### config.mk
export PLATFORM = sky130hd
export DESIGN_NAME = alex_relay_sequencer
export DESIGN_NICKNAME = d
export VERILOG_FILES = /design/src/rtl/alex_pkg.sv /design/src/rtl/alex_spi_shifter.sv /design/src/rtl/alex_relay_sequencer.sv
export SDC_FILE = /design/constraint.sdc
export NUM_CORES = 1
export LEC_CHECK = 0
export BUFFER_PORTS_ARGS = -buffer_cell sky130_fd_sc_hd__buf_2
export CORE_ASPECT_RATIO = 1.25
export CORE_MARGIN = 3
export CORE_UTILIZATION = 55
export CTS_BUF_LIST = sky130_fd_sc_hd__clkbuf_8
export CTS_CLUSTER_DIAMETER = 80
export DETAILED_ROUTE_END_ITERATION = 8
export PLACE_DENSITY = 0.81
export SETUP_SLACK_MARGIN = 0.4
export SYNTH_ARGS = -nofsm -noshare
export SYNTH_HDL_FRONTEND = slang
export SYNTH_SLANG_ARGS = --single-unit
### constraint.sdc
create_clock -name clock -period 2.6 [get_ports clock]
set_input_delay 0.13 -clock clock [delete_from_list [all_inputs] [get_ports clock]]
set_output_delay 0.13 -clock clock [all_outputs]
set_load 0.03 [all_outputs]
### src/rtl/alex_pkg.sv
// alex_pkg: shared definitions for the Alex relay sequencer.
//   - Relay word layout: T/R relay on bit 15, LPF code on 14:8, HPF code on 5:0.
//   - LPF one-hot constants for the codes the sequencer refers to by name.
//   - FSM state enum and a one-hot helper for validating the LPF request.
package alex_pkg;

    localparam int WORD_W  = 16;
    localparam int TR_BIT  = 15;
    localparam int LPF_MSB = 14;
    localparam int LPF_LSB = 8;
    localparam int HPF_MSB = 5;
    localparam int HPF_LSB = 0;
    localparam int LPF_W   = LPF_MSB - LPF_LSB + 1;
    localparam int HPF_W   = HPF_MSB - HPF_LSB + 1;

    localparam logic [LPF_W-1:0] LPF_6M   = 7'b0010000;
    localparam logic [LPF_W-1:0] LPF_160M = 7'b0001000;
    // An invalid LPF request falls back to the 6m filter.
    localparam logic [LPF_W-1:0] LPF_SAFE = LPF_6M;

    typedef enum logic [2:0] {
        ST_IDLE,
        ST_MUTE,
        ST_SHIFT,
        ST_LOAD,
        ST_SETTLE
    } state_e;

    // True when exactly one bit is set: clearing the lowest set bit leaves zero.
    function automatic logic lpf_is_onehot(input logic [LPF_W-1:0] v);
        return (v != '0) && ((v & (v - 7'd1)) == '0);
    endfunction

endpackage

### src/rtl/alex_spi_shifter.sv
// alex_spi_shifter: 16-bit load/shift serializer for the Alex relay board.
//   clk_i      system clock
//   rst_i      asynchronous active-high reset
//   start_i    load word_i and begin shifting on the next cycle
//   word_i     word to send, MSB first
//   done_o     high during the final cycle of the last bit (combinational)
//   sck_o      serial clock: low SPI_DIV cycles, then high SPI_DIV cycles per bit
//   data_o     serial data; holds the last bit (bit 0) once shifting ends
module alex_spi_shifter
    import alex_pkg::*;
#(
    parameter int SPI_DIV = 24
) (
    input  logic              clk_i,
    input  logic              rst_i,
    input  logic              start_i,
    input  logic [WORD_W-1:0] word_i,
    output logic              done_o,
    output logic              sck_o,
    output logic              data_o
);

    localparam int DIV_W = $clog2(SPI_DIV + 1);
    localparam logic [DIV_W-1:0] DIV_RELOAD = DIV_W'(SPI_DIV - 1);

    logic [WORD_W-1:0] shreg_q, shreg_d;
    logic [DIV_W-1:0]  div_q, div_d;
    logic [3:0]        bit_q, bit_d;
    logic              sck_q, sck_d;
    logic              act_q, act_d;

    always_comb begin
        shreg_d = shreg_q;
        div_d   = div_q;
        bit_d   = bit_q;
        sck_d   = sck_q;
        act_d   = act_q;
        done_o  = 1'b0;
        if (start_i) begin
            shreg_d = word_i;
            div_d   = DIV_RELOAD;
            bit_d   = 4'd15;
            sck_d   = 1'b0;
            act_d   = 1'b1;
        end else if (act_q) begin
            if (div_q == '0) begin
                div_d = DIV_RELOAD;
                if (!sck_q) begin
                    sck_d = 1'b1;
                end else begin
                    sck_d = 1'b0;
                    if (bit_q == 4'd0) begin
                        // Register is not shifted so data keeps showing bit 0.
                        act_d  = 1'b0;
                        done_o = 1'b1;
                    end else begin
                        shreg_d = {shreg_q[WORD_W-2:0], 1'b0};
                        bit_d   = bit_q - 4'd1;
                    end
                end
            end else begin
                div_d = div_q - DIV_W'(1);
            end
        end
    end

    always_ff @(posedge clk_i or posedge rst_i) begin
        if (rst_i) begin
            shreg_q <= '0;
            div_q   <= '0;
            bit_q   <= '0;
            sck_q   <= 1'b0;
            act_q   <= 1'b0;
        end else begin
            shreg_q <= shreg_d;
            div_q   <= div_d;
            bit_q   <= bit_d;
            sck_q   <= sck_d;
            act_q   <= act_d;
        end
    end

    assign sck_o  = sck_q;
    assign data_o = shreg_q[WORD_W-1];

endmodule

### src/rtl/alex_relay_sequencer.sv
// alex_relay_sequencer: mutes TX around every Alex relay change.
//   clock      system clock
//   reset      asynchronous active-high reset
//   lpf_sel    one-hot LPF code (non one-hot is replaced by 6m and blocks TX)
//   hpf_sel    one-hot HPF code
//   ptt        TX request (synchronous)
//   tx_enable  registered TX permission
//   spi_sck    Alex serial clock (idles low)
//   spi_data   Alex serial data, MSB first
//   spi_load   Alex latch strobe
//   busy       high whenever a relay sequence is in progress
module alex_relay_sequencer
    import alex_pkg::*;
#(
    parameter int SPI_DIV       = 24,
    parameter int MUTE_CYCLES   = 48000,
    parameter int SETTLE_CYCLES = 480000
) (
    input  logic             clock,
    input  logic             reset,
    input  logic [LPF_W-1:0] lpf_sel,
    input  logic [HPF_W-1:0] hpf_sel,
    input  logic             ptt,
    output logic             tx_enable,
    output logic             spi_sck,
    output logic             spi_data,
    output logic             spi_load,
    output logic             busy
);

    localparam int MAX_A = (MUTE_CYCLES > SETTLE_CYCLES) ? MUTE_CYCLES : SETTLE_CYCLES;
    localparam int CNT_MAX = (MAX_A > SPI_DIV) ? MAX_A : SPI_DIV;
    localparam int CNT_W = $clog2(CNT_MAX + 1);

    state_e            state_q, state_d;
    logic [CNT_W-1:0]  cnt_q, cnt_d;
    logic [WORD_W-1:0] shadow_q, shadow_d;
    logic [WORD_W-1:0] applied_q, applied_d;
    logic              dirty_q, dirty_d;
    logic              tx_q, busy_q, load_q;

    logic              req_valid;
    logic [LPF_W-1:0]  lpf_eff;
    logic [WORD_W-1:0] req_word;
    logic              mismatch;
    logic              shift_start;
    logic              shift_done;

    assign req_valid = lpf_is_onehot(lpf_sel);
    assign lpf_eff   = req_valid ? lpf_sel : LPF_SAFE;
    assign req_word  = {ptt, lpf_eff, 2'b00, hpf_sel};
    assign mismatch  = (req_word != applied_q) || dirty_q;

    always_comb begin
        state_d     = state_q;
        cnt_d       = cnt_q;
        shadow_d    = shadow_q;
        applied_d   = applied_q;
        dirty_d     = dirty_q;
        shift_start = 1'b0;
        case (state_q)
            ST_IDLE: begin
                if (mismatch) begin
                    state_d  = ST_MUTE;
                    cnt_d    = CNT_W'(MUTE_CYCLES - 1);
                    shadow_d = req_word;
                end
            end
            ST_MUTE: begin
                if (cnt_q == '0) begin
                    // Shifter loads now so bit 15 is on the wire in the first SHIFT cycle.
                    state_d     = ST_SHIFT;
                    shift_start = 1'b1;
                end else begin
                    cnt_d = cnt_q - CNT_W'(1);
                end
            end
            ST_SHIFT: begin
                if (shift_done) begin
                    state_d = ST_LOAD;
                    cnt_d   = CNT_W'(SPI_DIV - 1);
                end
            end
            ST_LOAD: begin
                if (cnt_q == '0) begin
                    applied_d = shadow_q;
                    dirty_d   = 1'b0;
                    state_d   = ST_SETTLE;
                    cnt_d     = CNT_W'(SETTLE_CYCLES - 1);
                end else begin
                    cnt_d = cnt_q - CNT_W'(1);
                end
            end
            ST_SETTLE: begin
                if (cnt_q == '0) begin
                    state_d = ST_IDLE;
                end else begin
                    cnt_d = cnt_q - CNT_W'(1);
                end
            end
            default: state_d = ST_IDLE;
        endcase
    end

    always_ff @(posedge clock or posedge reset) begin
        if (reset) begin
            state_q   <= ST_IDLE;
            cnt_q     <= '0;
            shadow_q  <= '0;
            applied_q <= '0;
            dirty_q   <= 1'b1;
            tx_q      <= 1'b0;
            busy_q    <= 1'b0;
            load_q    <= 1'b0;
        end else begin
            state_q   <= state_d;
            cnt_q     <= cnt_d;
            shadow_q  <= shadow_d;
            applied_q <= applied_d;
            dirty_q   <= dirty_d;
            // Any mismatch drops TX on the next cycle, ahead of any relay motion.
            tx_q      <= (state_q == ST_IDLE) && ptt && applied_q[TR_BIT]
                         && !mismatch && req_valid;
            busy_q    <= (state_d != ST_IDLE);
            load_q    <= (state_d == ST_LOAD);
        end
    end

    alex_spi_shifter #(
        .SPI_DIV (SPI_DIV)
    ) u_shifter (
        .clk_i   (clock),
        .rst_i   (reset),
        .start_i (shift_start),
        .word_i  (shadow_q),
        .done_o  (shift_done),
        .sck_o   (spi_sck),
        .data_o  (spi_data)
    );

    assign tx_enable = tx_q;
    assign busy      = busy_q;
    assign spi_load  = load_q;

endmodule
==> impl_metrics.json <==
{
  "status": "completed",
  "p_sw_mw": 0.5551,
  "cts_tree": "built",
  "finalSetupViolCount": 0,
  "chipHeight_um": 104.6,
  "row_count": 35,
  "irDropWorstVdd_mv": 0.3449,
  "setup_ws_ns": 0.02558,
  "clk_latency_ns": 0.36,
  "synth_area_um2": 4274,
  "die_area_um2": 8871,
  "cp.required_ns": 2.91,
  "crit_path_end_kind": "flop",
  "reg2reg_from": "state_q[0]",
  "crit_family": "compound AO/OA/AOI/OAI gates",
  "fmax_ghz": 0.3884,
  "switching_share": 0.2327,
  "preCtsSetupSlack_ns": -0.01312,
  "clockRootBuffer": "clkbuf_8",
  "cp.depth": 7,
  "tns_ns": 0,
  "pin_count": 21,
  "vias": 3860,
  "yosys_register_bits": 81,
  "wirelength_mm": 12.29,
  "yosysWarningCount": 0,
  "p_int_mw": 1.831,
  "avgSynthCellArea_um2": 9.871,
  "seq_area_frac_synth": 0.4745,
  "yosys.area.top_type": "dfrtp_1",
  "synthToLayoutAreaGrowth_pct": 29.16,
  "power.total_mw": 2.386,
  "netlist.area_leader.share": 0.4684,
  "vias_per_cell": 6.576,
  "critPathCapture": "cnt_q[7]",
  "max_stage_delay_ns": 0.78,
  "core_um2": 7445,
  "dr.pass1.iters": 5,
  "synth_flop_cell": "dfrtp_1",
  "cp-start-kind": "flop",
  "crit_start": "state_q[0]",
  "synth-edff-count": 0,
  "finClkSkew_ns": 0.01603,
  "power_density_nw_per_um2": 432.2,
  "cp_slowest_cell": "a21oi_1",
  "cts.htree.levels": 3,
  "synthTopCellsByCount": "80 x dfrtp_1, 51 x nor2_1, 35 x nand2_1, 23 x a21oi_1, 22 x nor3_1",
  "route.detailed.drc": 0,
  "diodes": 0,
  "seqPwrFrac": 0.528,
  "grt_pass1_wl_mm": 17.28,
  "cts_buffers": 9,
  "globalplace.congestion": 0.8700,
  "crit_chain": "nor2b_2 > a21oi_1 > nor2_4 > or2_4 > buf_8 > o22ai_1 > a22o_1",
  "reg2reg_slack_ns": 0.03,
  "clockPowerShare": 0.435,
  "maxCapViolations": 0,
  "crit_buf_inv": 1,
  "hpwlAfterDp_mm": 6.424,
  "cp.arrival_ns": 2.88,
  "n_fill_cell": 437,
  "port_buffers": 20,
  "avgRoutedWirePerCell_um": 20.93,
  "rsz0062_at_grt": "true",
  "synthTopCellsByArea": "dfrtp_1 47%, mux2_2 4.7%, nor2_1 4.5%",
  "r2r_end": "cnt_q[7]",
  "finalMaxSlewViolations": 0,
  "overflow": 0,
  "hold_ws_ns": 0.03898,
  "syn_inst": 433,
  "final.min_clock_period_ns": 2.574,
  "path_class": "reg2reg",
  "period_share": 0.9902,
  "synth_most_common_cell": "dfrtp_1",
  "cts.sinks": 81,
  "final_cell_area_um2": 5520,
  "drt_iter0_markers": 302,
  "clk_pin_slew_ns": 0.09,
  "fin_nets": 511,
  "ys_types": 66,
  "worstMarginPinSlew_ns": 0.9622,
  "antenna_found_initial": 0,
  "grt_pass1_vias": 3687,
  "floorplan.die.width_um": 84.85,
  "slew-limit-headroom": 0.3586,
  "initial_core_util": 0.5741,
  "hp-class": "in2reg",
  "power_frac_comb": 0.038,
  "async_flop_share": 1.000,
  "ant_nets": 0,
  "crit_fanout": 11,
  "hold_viol_final": 0,
  "place_area_um2": 4639,
  "p_leak_nw": 2.559,
  "cts_max_path_buffers": 2,
  "grt_max_degree": 82,
  "drive_above_1_share": 0.3737,
  "grtUsageTotal": 0.2404,
  "r2r_cells": 7,
  "syn_nets": 453
}
## cells by family (layout without fill, tap and decap cells)
group                      Yosys count  count (layout)  share of synthesized area
DFF                                 81              81                     0.4745
buffers and inverters               35              93                    0.04098
xor gates and xnor gates            17              17                    0.03659
AOI/OAI and AO/OA                   94              96                     0.1481
adders and majority gates            4               4                    0.01171
muxes                               34              34                    0.08519
and+or+nand+nor                    168             170                     0.2029
## what timing repair did
item,in CTS,in global routing
hold endpoints to repair,80,0
cloned,3,7
endpoints found under the setup margin,72,77
resized for setup,32,53
buffers inserted,10,6
hold buffers,1,0
pin swaps,17,15
## cell type report
type,instances,area (um2),area share
clock buffer,9,123.9,0.02244
clock inverter,6,92.59,0.01677
inverter,12,48.80,0.008840
multi-input combinational,321,2531,0.4585
sequential,81,2028,0.3674
tap,92,115.1,0.02085
timing repair buffer,66,580.6,0.1052
## layout by cell type, fill, tap and decap left out, drive strengths merged, types with 5 or more instances in the layout
master / n
a21o: 5
a21oi: 23
a31oi: 12
buf: 61
clkbuf: 13
dfrtp: 80
inv: 12
mux2: 19
mux2i: 15
nand2: 35
nand3: 11
nor2: 52
nor2b: 5
nor3: 22
nor4: 9
o21ai: 20
o32ai: 5
or3: 7
xnor2: 6
xor2: 11
## per-layer routing
metal / vias up / global-route usage / routed length [um]
met5: - / 0 / 0
met4: 0 / 0.1244 / 519
met3: 59 / 0.04101 / 622
met2: 165 / 0.4054 / 6509
met1: 1938 / 0.2926 / 4633
li1: 1698 / - / -
## worst register-to-register path, cell delays in order (launching register included)
cell,delay (ns)
dfrtp_1,0.54
nor2b_2,0.30
a21oi_1,0.78
nor2_4,0.12
or2_4,0.32
buf_8,0.15
o22ai_1,0.17
a22o_1,0.15
## worst min path at each step
stage	from	slack [ns]	cells past startpoint	end
detailed placement	reset	0.29	3	u_shifter.shreg_q[15]
global route	hpf_sel[1]	0.04	2	shadow_q[1]
global placement	reset	0.28	3	u_shifter.shreg_q[14]
floorplan	hpf_sel[0]	0.25	2	shadow_q[0]
finish	hpf_sel[1]	0.04	2	shadow_q[1]
CTS	hpf_sel[0]	0.03	3	shadow_q[0]
## registers in the layout (all words and copies together) (netlist names)
register / cells
u_shifter.shreg_q: 16
tx_enable: 1
spi_load: 1
u_shifter.act_q: 1
applied_q: 14
dirty_q: 1
u_shifter.sck_o: 1
busy: 1
u_shifter.div_q: 5
u_shifter.bit_q: 4
state_q: 3
cnt_q: 19
shadow_q: 14
## metrics by stage
stage            util  cells
5_1_grt        0.7415    587
2_1_floorplan       -    433
6_report       0.7415    587
3_5_place_dp   0.6232    545
4_1_cts        0.6857    574
3_3_place_gp   0.6232    545
## power by group through the flow
stage	registers, mW	logic, mW	clock network (mW)
after global routing	1.26	0.101	1.09
after global placement	1.28	0.0850	0
after detailed placement	1.28	0.0879	0
final	1.26	0.0906	1.04
after CTS	1.26	0.0912	1.03
after floorplan	1.28	0.0506	0
Power figures use the tool's default switching activity.
